### config.mk
export PLATFORM = sky130hd
export DESIGN_NAME = mac_acc
export DESIGN_NICKNAME = d
export VERILOG_FILES = /design/src/rtl/mac_acc.sv
export SDC_FILE = /design/constraint.sdc
export NUM_CORES = 1
export LEC_CHECK = 0
export ABC_AREA = 1
export CORE_UTILIZATION = 65
export CTS_CLUSTER_DIAMETER = 60
export CTS_CLUSTER_SIZE = 28
export DETAILED_ROUTE_END_ITERATION = 10
export GPL_TIMING_DRIVEN = 0
export HOLD_SLACK_MARGIN = 0.06
export PLACE_DENSITY = 0.84
export SYNTH_ARGS = -nofsm -noshare
export SYNTH_HDL_FRONTEND = slang
export SYNTH_SLANG_ARGS = --single-unit
### constraint.sdc
create_clock -name clk -period 19.8 [get_ports clk]
set_input_delay 1.98 -clock clk [delete_from_list [all_inputs] [get_ports clk]]
set_output_delay 1.98 -clock clk [all_outputs]
set_load 0.01 [all_outputs]
### src/rtl/mac_acc.sv
// Pipelined multiply-accumulate with framed accumulation (first/last), per-term
// signed/unsigned products, sticky overflow and optional output saturation.
module mac_acc #(
    parameter int A_W        = 16,
    parameter int B_W        = 16,
    parameter int ACC_W      = 40,
    parameter int OUT_W      = 32,
    parameter int MUL_STAGES = 2,
    parameter int SAT        = 1
) (
    input  logic             clk,
    input  logic             rst,
    input  logic             in_valid,
    input  logic             in_first,
    input  logic             in_last,
    input  logic             signed_mode,
    input  logic [A_W-1:0]   a,
    input  logic [B_W-1:0]   b,
    output logic             out_valid,
    output logic [OUT_W-1:0] out_data,
    output logic             out_overflow,
    output logic [15:0]      term_count
);

    localparam int P_W = A_W + B_W;

    logic           v_in_reg, f_in_reg, l_in_reg, s_in_reg;
    logic [A_W-1:0] a_reg;
    logic [B_W-1:0] b_reg;

    always_ff @(posedge clk or posedge rst) begin
        if (rst) begin
            v_in_reg <= 1'b0;
            f_in_reg <= 1'b0;
            l_in_reg <= 1'b0;
            s_in_reg <= 1'b0;
            a_reg    <= '0;
            b_reg    <= '0;
        end else begin
            v_in_reg <= in_valid;
            f_in_reg <= in_first;
            l_in_reg <= in_last;
            s_in_reg <= signed_mode;
            a_reg    <= a;
            b_reg    <= b;
        end
    end

    // One extra bit per operand lets a single signed multiplier cover both modes.
    logic signed [A_W:0]   a_ext;
    logic signed [B_W:0]   b_ext;
    logic signed [P_W+1:0] prod_full;
    logic [P_W-1:0]        prod_next;

    always_comb begin
        a_ext     = {s_in_reg & a_reg[A_W-1], a_reg};
        b_ext     = {s_in_reg & b_reg[B_W-1], b_reg};
        prod_full = (P_W+2)'(a_ext) * (P_W+2)'(b_ext);
        prod_next = prod_full[P_W-1:0];
    end

    for (genvar gi = 0; gi < MUL_STAGES; gi++) begin : g_mul
        logic [P_W-1:0] prod_reg;
        logic           v_reg, f_reg, l_reg, s_reg;
        logic [P_W-1:0] prod_prev;
        logic           v_prev, f_prev, l_prev, s_prev;

        if (gi == 0) begin : g_src
            assign prod_prev = prod_next;
            assign v_prev    = v_in_reg;
            assign f_prev    = f_in_reg;
            assign l_prev    = l_in_reg;
            assign s_prev    = s_in_reg;
        end else begin : g_src
            assign prod_prev = g_mul[gi-1].prod_reg;
            assign v_prev    = g_mul[gi-1].v_reg;
            assign f_prev    = g_mul[gi-1].f_reg;
            assign l_prev    = g_mul[gi-1].l_reg;
            assign s_prev    = g_mul[gi-1].s_reg;
        end

        always_ff @(posedge clk or posedge rst) begin
            if (rst) begin
                prod_reg <= '0;
                v_reg    <= 1'b0;
                f_reg    <= 1'b0;
                l_reg    <= 1'b0;
                s_reg    <= 1'b0;
            end else begin
                prod_reg <= prod_prev;
                v_reg    <= v_prev;
                f_reg    <= f_prev;
                l_reg    <= l_prev;
                s_reg    <= s_prev;
            end
        end
    end

    logic [P_W-1:0] prod_t;
    logic           v_t, f_t, l_t, s_t;

    assign prod_t = g_mul[MUL_STAGES-1].prod_reg;
    assign v_t    = g_mul[MUL_STAGES-1].v_reg;
    assign f_t    = g_mul[MUL_STAGES-1].f_reg;
    assign l_t    = g_mul[MUL_STAGES-1].l_reg;
    assign s_t    = g_mul[MUL_STAGES-1].s_reg;

    logic [ACC_W-1:0] acc_reg, acc_next, ext, base;
    logic [ACC_W:0]   sum;
    logic             sticky_reg, sticky_next, wrap;
    logic [15:0]      count_reg, count_next;
    logic             res_valid_reg, res_signed_reg;

    always_comb begin
        if (s_t) ext = ACC_W'($signed(prod_t));
        else     ext = ACC_W'(prod_t);
        base = f_t ? '0 : acc_reg;
        sum  = {1'b0, base} + {1'b0, ext};
        // Signed wrap: equal operand signs but a different result sign.
        if (s_t) wrap = (base[ACC_W-1] == ext[ACC_W-1]) && (sum[ACC_W-1] != base[ACC_W-1]);
        else     wrap = sum[ACC_W];
        acc_next    = sum[ACC_W-1:0];
        sticky_next = (~f_t & sticky_reg) | wrap;
        if (f_t)             count_next = 16'd1;
        else if (&count_reg) count_next = count_reg;
        else                 count_next = count_reg + 16'd1;
    end

    always_ff @(posedge clk or posedge rst) begin
        if (rst) begin
            acc_reg        <= '0;
            sticky_reg     <= 1'b0;
            count_reg      <= '0;
            res_valid_reg  <= 1'b0;
            res_signed_reg <= 1'b0;
        end else begin
            res_valid_reg  <= v_t & l_t;
            res_signed_reg <= s_t;
            if (v_t) begin
                acc_reg    <= acc_next;
                sticky_reg <= sticky_next;
                count_reg  <= count_next;
            end
        end
    end

    logic             fits_signed, fits_unsigned, fits;
    logic [OUT_W-1:0] sat_val, data_next;

    always_comb begin
        fits_signed   = (&acc_reg[ACC_W-1:OUT_W-1]) | ~(|acc_reg[ACC_W-1:OUT_W-1]);
        fits_unsigned = ((acc_reg >> OUT_W) == '0);
        fits          = res_signed_reg ? fits_signed : fits_unsigned;
        if (!res_signed_reg)     sat_val = '1;
        else if (acc_reg[ACC_W-1]) sat_val = {1'b1, {(OUT_W-1){1'b0}}};
        else                     sat_val = {1'b0, {(OUT_W-1){1'b1}}};
        data_next = ((SAT != 0) && !fits) ? sat_val : acc_reg[OUT_W-1:0];
    end

    always_ff @(posedge clk or posedge rst) begin
        if (rst) begin
            out_valid    <= 1'b0;
            out_data     <= '0;
            out_overflow <= 1'b0;
            term_count   <= '0;
        end else begin
            out_valid <= res_valid_reg;
            if (res_valid_reg) begin
                out_data     <= data_next;
                out_overflow <= sticky_reg | ~fits;
                term_count   <= count_reg;
            end
        end
    end

endmodule

# Word-level counts from Yosys, hierarchy flattened
# Index checks and enable logic that the tools add are counted.
[classes]
add_sub_neg = 2
multipliers = 1
div_mod_pow = 0
n_lt_le_gt_ge = 0
eq_ne = 3
n_shift = 0
muxes = 9
bitwise = 10
n_reduce_logical = 6
[ops]
columns = ["operator", "count"]
rows = [
  ["two-way mux 32 bit", 3],
  ["two-way mux 40 bit", 2],
  ["adder 40 x 40 -> 41 bit", 1],
  ["logical NOT 40 bit", 1],
  ["multiplier 17 x 17 -> 32 bit", 1],
  ["two-way mux 16 bit", 2],
  ["adder 16 x 1 -> 16 bit, second input constant", 1],
  ["AND reduction 16 bit", 1],
  ["AND reduction 9 bit", 1],
  ["OR reduction 9 bit", 1],
  ["AND 1 bit", 4],
  ["inverter 1 bit", 3],
  ["OR 1 bit", 3],
  ["two-way mux 1 bit", 2],
  ["inequality test 2 bit, second input constant", 1],
  ["AND reduction 2 bit", 1],
  ["equality test 1 bit", 1],
  ["logical AND 1 bit", 1],
  ["inequality test 1 bit", 1],
]
[word_totals]
register_bits = 217
latchBits = 0
ram_bits = 0
rom_bits = 0
in_bits = 38
output_inout_bits = 50
word_cells = 56
mem_count = 0

# Logic depth before layout (Yosys ltp)
[logic_depth]
depth_word = 6
depth_mapped = 28
ltp_nobuf = 27

# Worst setup path before layout
# OpenSTA, ideal clock, no wires.
[synth_timing]
kind = "register to register"
start = "register a_reg[15]"
end = "register g_mul[0].prod_reg[27]"
setup_time_ns = 0.125
arrival_ns = 5.407
required_time_ns = 19.675
slack_ns = 14.268
stages_incl_launch_ff = 23
n_path_buf = 1
period_less_slack_ns = 5.532
cell_sequence = "dfrtp_1 -> buf_4 -> nand2_4 -> inv_4 -> nand2_1 -> inv_1 -> fa_1 -> inv_1 -> fa_1 -> inv_1 -> fa_1 -> fa_1 -> fa_1 -> fa_1 -> ha_1 -> nand2_1 -> nor2_1 -> inv_1 -> nor2_1 -> nand3_1 -> nand3_1 -> a21oi_1 -> xnor2_1"
[synth_via]
elab_chain_len = 2
[synth_rtl]
columns = ["item", "line", "rtl"]
rows = [
  ["start: declaration", "28", "logic [A_W-1:0] a_reg;"],
  ["start signal: assignment", "37", "a_reg <= '0;"],
  ["start signal: assignment", "44", "a_reg <= a;"],
  ["AND 1 bit", "56", "a_ext = {s_in_reg & a_reg[A_W-1], a_reg};"],
  ["multiplier 17 x 17 -> 32 bit (*)", "58", "prod_full = (P_W+2)'(a_ext) * (P_W+2)'(b_ext);"],
  ["named net prod_full[27]", "52", "logic signed [P_W+1:0] prod_full;"],
  ["end signal: assignment", "90", "prod_reg <= prod_prev;"],
  ["end: declaration", "63", "logic [P_W-1:0] prod_reg;"],
]
# The timed path passes the listed nets; every way through them passes the cells marked *.
# A chain may end at the register's enable or synchronous reset.

# Worst setup path in the final report
[layout_timing]
start = "register b_reg[8]"
end = "register g_mul[0].prod_reg[23]"
[layout_via]
elab_chain_len = 1
[layout_rtl]
columns = ["item", "line", "rtl"]
rows = [
  ["start: declaration", "29", "logic [B_W-1:0] b_reg;"],
  ["start signal: assignment", "38", "b_reg <= '0;"],
  ["start signal: assignment", "45", "b_reg <= b;"],
  ["multiplier 17 x 17 -> 32 bit", "58", ""],
  ["named net prod_full[23]", "52", ""],
]
# The timed path passes the listed nets, and every way through them passes these cells.

==> metrics.csv <==
metric;value;unit
# setup viols final;0;
hold-fix buffers at CTS;0;
core footprint;32000;sq um
clk buf depth;3;
CTS Buf Count;20;
type of the worst setup path;flip-flop to flip-flop;
vias in the first global route;18500;
initial DRC count;1478;
Row Count;65;
share of the synthesized area in the top cell type;26.6;%
Clock Latency Late Sink;540;ps
drt pass-1 iters;7;
share of cells above drive strength 1;3.35;%
Worst Skew;14.0;ps
Post-Syn Instances;2648;
most common cell in the netlist;nand2_1;
top_reg_cell synth;dfrtp_1;
DRC viols;0;
Synth Register Bits;217;
cell taking the most area after synthesis;fa_1;
number of synthesized flops with an enable pin;0;
post-detail-place hpwl;46.2;mm
ys async rst share;100;%
Port Buffers;87;
FILL cells;2443;
Wirelength per Cell;18.0;microns
Layout Area Growth over Synthesis;10.5;%
RSZ-0062 raised after global routing;false;
Largest register FFs;64;
Worst Path Arrival;7190;ps
fin. max-slew vios;0;
max_cap viols;0;
worst relative slew slack;47.4;%
CTS tree;yes;
post-route minimum period;6770;ps
H-tree Lvls;1;
Setup crit start kind;flip-flop;
DRT antenna net count;0;
Antenna Cells;0;
setup TNS after final layout;0;ps
clk sinks;217;
Commonest cells post-synth;647 x nand2_1, 610 x inv_1, 283 x fa_1;
net count after synthesis;3092;
largest net degree at the start of global routing;135;
gr ovfl total;0;
initial antenna violation count;0;
clk slew on worst S/H paths;80;ps
Tcrit/Tclk final;34.2;%
first-pass GRT wire length;94.2;mm
top post-synthesis cells by area;fa_1 27%, dfrtp_1 25%, nand2_1 11%, inv_1 11%, ha_1 7.2%;
Critical Path Sink Type;flip-flop;
Nets;3202;
Peak Freq;0.148;GHz
Worst Tran Pin Value;789;ps
library cells used by synthesis;43;
Placer Congestion;1.09;
Die ar.;33600;sq um
CTS root buf;clkbuf_16;
Post-CTS Resized;0;
Initial Utilization;66.8;%
final hold viol count;0;
Die Y;183;microns
Total GRT Usage;36.5;%
status;finished, final reports clean;
Top Ports;88;
final wirelength;57.8;mm
required time worst endpoint;20220;ps
vias per inst;5.54;
syn_area_per_cell;8.06;sq um
number of synthesis warnings;0;
sequential element share of the synthesized area;25.4;%
DR vias;17800;
CP max FO;10;
Cell Area, Synth;21300;sq um
# Post-CTS Setup Buffers;0;
HP Class;flip-flop to flip-flop;
Die Span X;183;microns
[layer usage]
layer | share of wire, % | global-route usage (%)
met3 | 7.2 | 4.94
met2 | 48 | 62.1
met4 | 6.2 | 19.7
met1 | 38 | 45.5
met5 | 0 | 0
[worst max-delay path: stages, from the launching register on]
cell      delay, ps
dfrtp_1         320
clkbuf_1        580
clkbuf_1        630
nand2_1         190
fa_1            570
inv_1            50
fa_1            510
inv_1            60
fa_1            530
inv_1            50
fa_1            390
fa_1            530
inv_1            60
fa_1            470
inv_1            40
ha_1            340
a21oi_1         230
o21ai_0         150
a21oi_1         340
nand3_1         250
nand3_1         120
nand2_1          60
xor2_1          140
[kinds of logic after synthesis]
kind of cell	count (synthesis)	share of synthesized area, %
AO/OA/AOI/OAI	252	6.51
XOR/XNOR	59	2.42
adder cells (fa/ha/maj)	406	33.8
buffers and inverters	706	12.5
flip-flops	217	25.4
AND/OR/NAND/NOR	1008	19.3
[worst paths after layout]
| check | startpoint | to | slack, ps | cells past startpoint |
|---|---|---|---|---|
| worst max-delay path | b_reg[8]$_DFF_PP0_ | g_mul[0].prod_reg[23]$_DFF_PP0_ | 13030 | 22 |
| worst min-delay path | g_mul[0].prod_reg[13]$_DFF_PP0_ | g_mul[1].prod_reg[13]$_DFF_PP0_ | 350 | 0 |
| worst max register to register | b_reg[8]$_DFF_PP0_ | g_mul[0].prod_reg[23]$_DFF_PP0_ | 13030 | 22 |
| worst min register to register | g_mul[0].prod_reg[13]$_DFF_PP0_ | g_mul[1].prod_reg[13]$_DFF_PP0_ | 350 | 0 |
| max in group asynchronous | rst | g_mul[0].l_reg$_DFF_PP0_ | 16840 | 3 |
| min in group asynchronous | rst | count_reg[5]$_DFFE_PP0P_ | 1920 | 2 |
[cell usage in the layout (no fill, tap or decap), drive strengths merged]
cell           synthesis  final
nand2                665    665
inv                  615    623
fa                   283    283
dfrtp                217    217
nor2                 213    213
ha                   123    123
a21oi                121    121
clkbuf                77     98
o21ai                 93     93
clkdlybuf4s50          0     87
nand3                 77     77
xor2                  38     38
nand4                 21     21
xnor2                 21     21
buf                   14     15
nor3                  14     14
o21bai                10     10
nor4                   9      9
or2                    6      6
clkinv                 0      6
o31ai                  5      5
a31oi                  5      5
a21o                   5      5
o21a                   5      5
o211ai                 4      4
nand3b                 3      3
a211oi                 2      2
a21boi                 1      1
o211a                  1      1
bufinv                 0      1
[layout make-up]
cell class	count	area, sq um	share of cell area (%)
multi-input combinational	1725	13200	56.1
sequential	217	5430	23.0
inverter	615	2320	9.83
timing repair buffer	88	898	3.81
tap	435	544	2.31
clock buffer	21	526	2.23
buffer	91	359	1.52
clock inverter	15	272	1.15
[stage by stage]
step / hold slack (ps) / util [%] / setup WS [ps] / cells / cell area [sq um]
floorplan: 331 / - / 11880 / 2648 / 21300
global placement: 332 / 71.2 / 9700 / 3170 / 22800
detailed placement: 335 / 71.3 / 13340 / 3171 / 22800
CTS: 347 / 73.8 / 13290 / 3207 / 23600
global route: 350 / 73.8 / 12820 / 3207 / 23600
finish: 349 / 73.8 / 13030 / 3207 / 23600
Power is not shown: default switching activity piles up to over one toggle a cycle in this logic, so the estimate is an artifact.
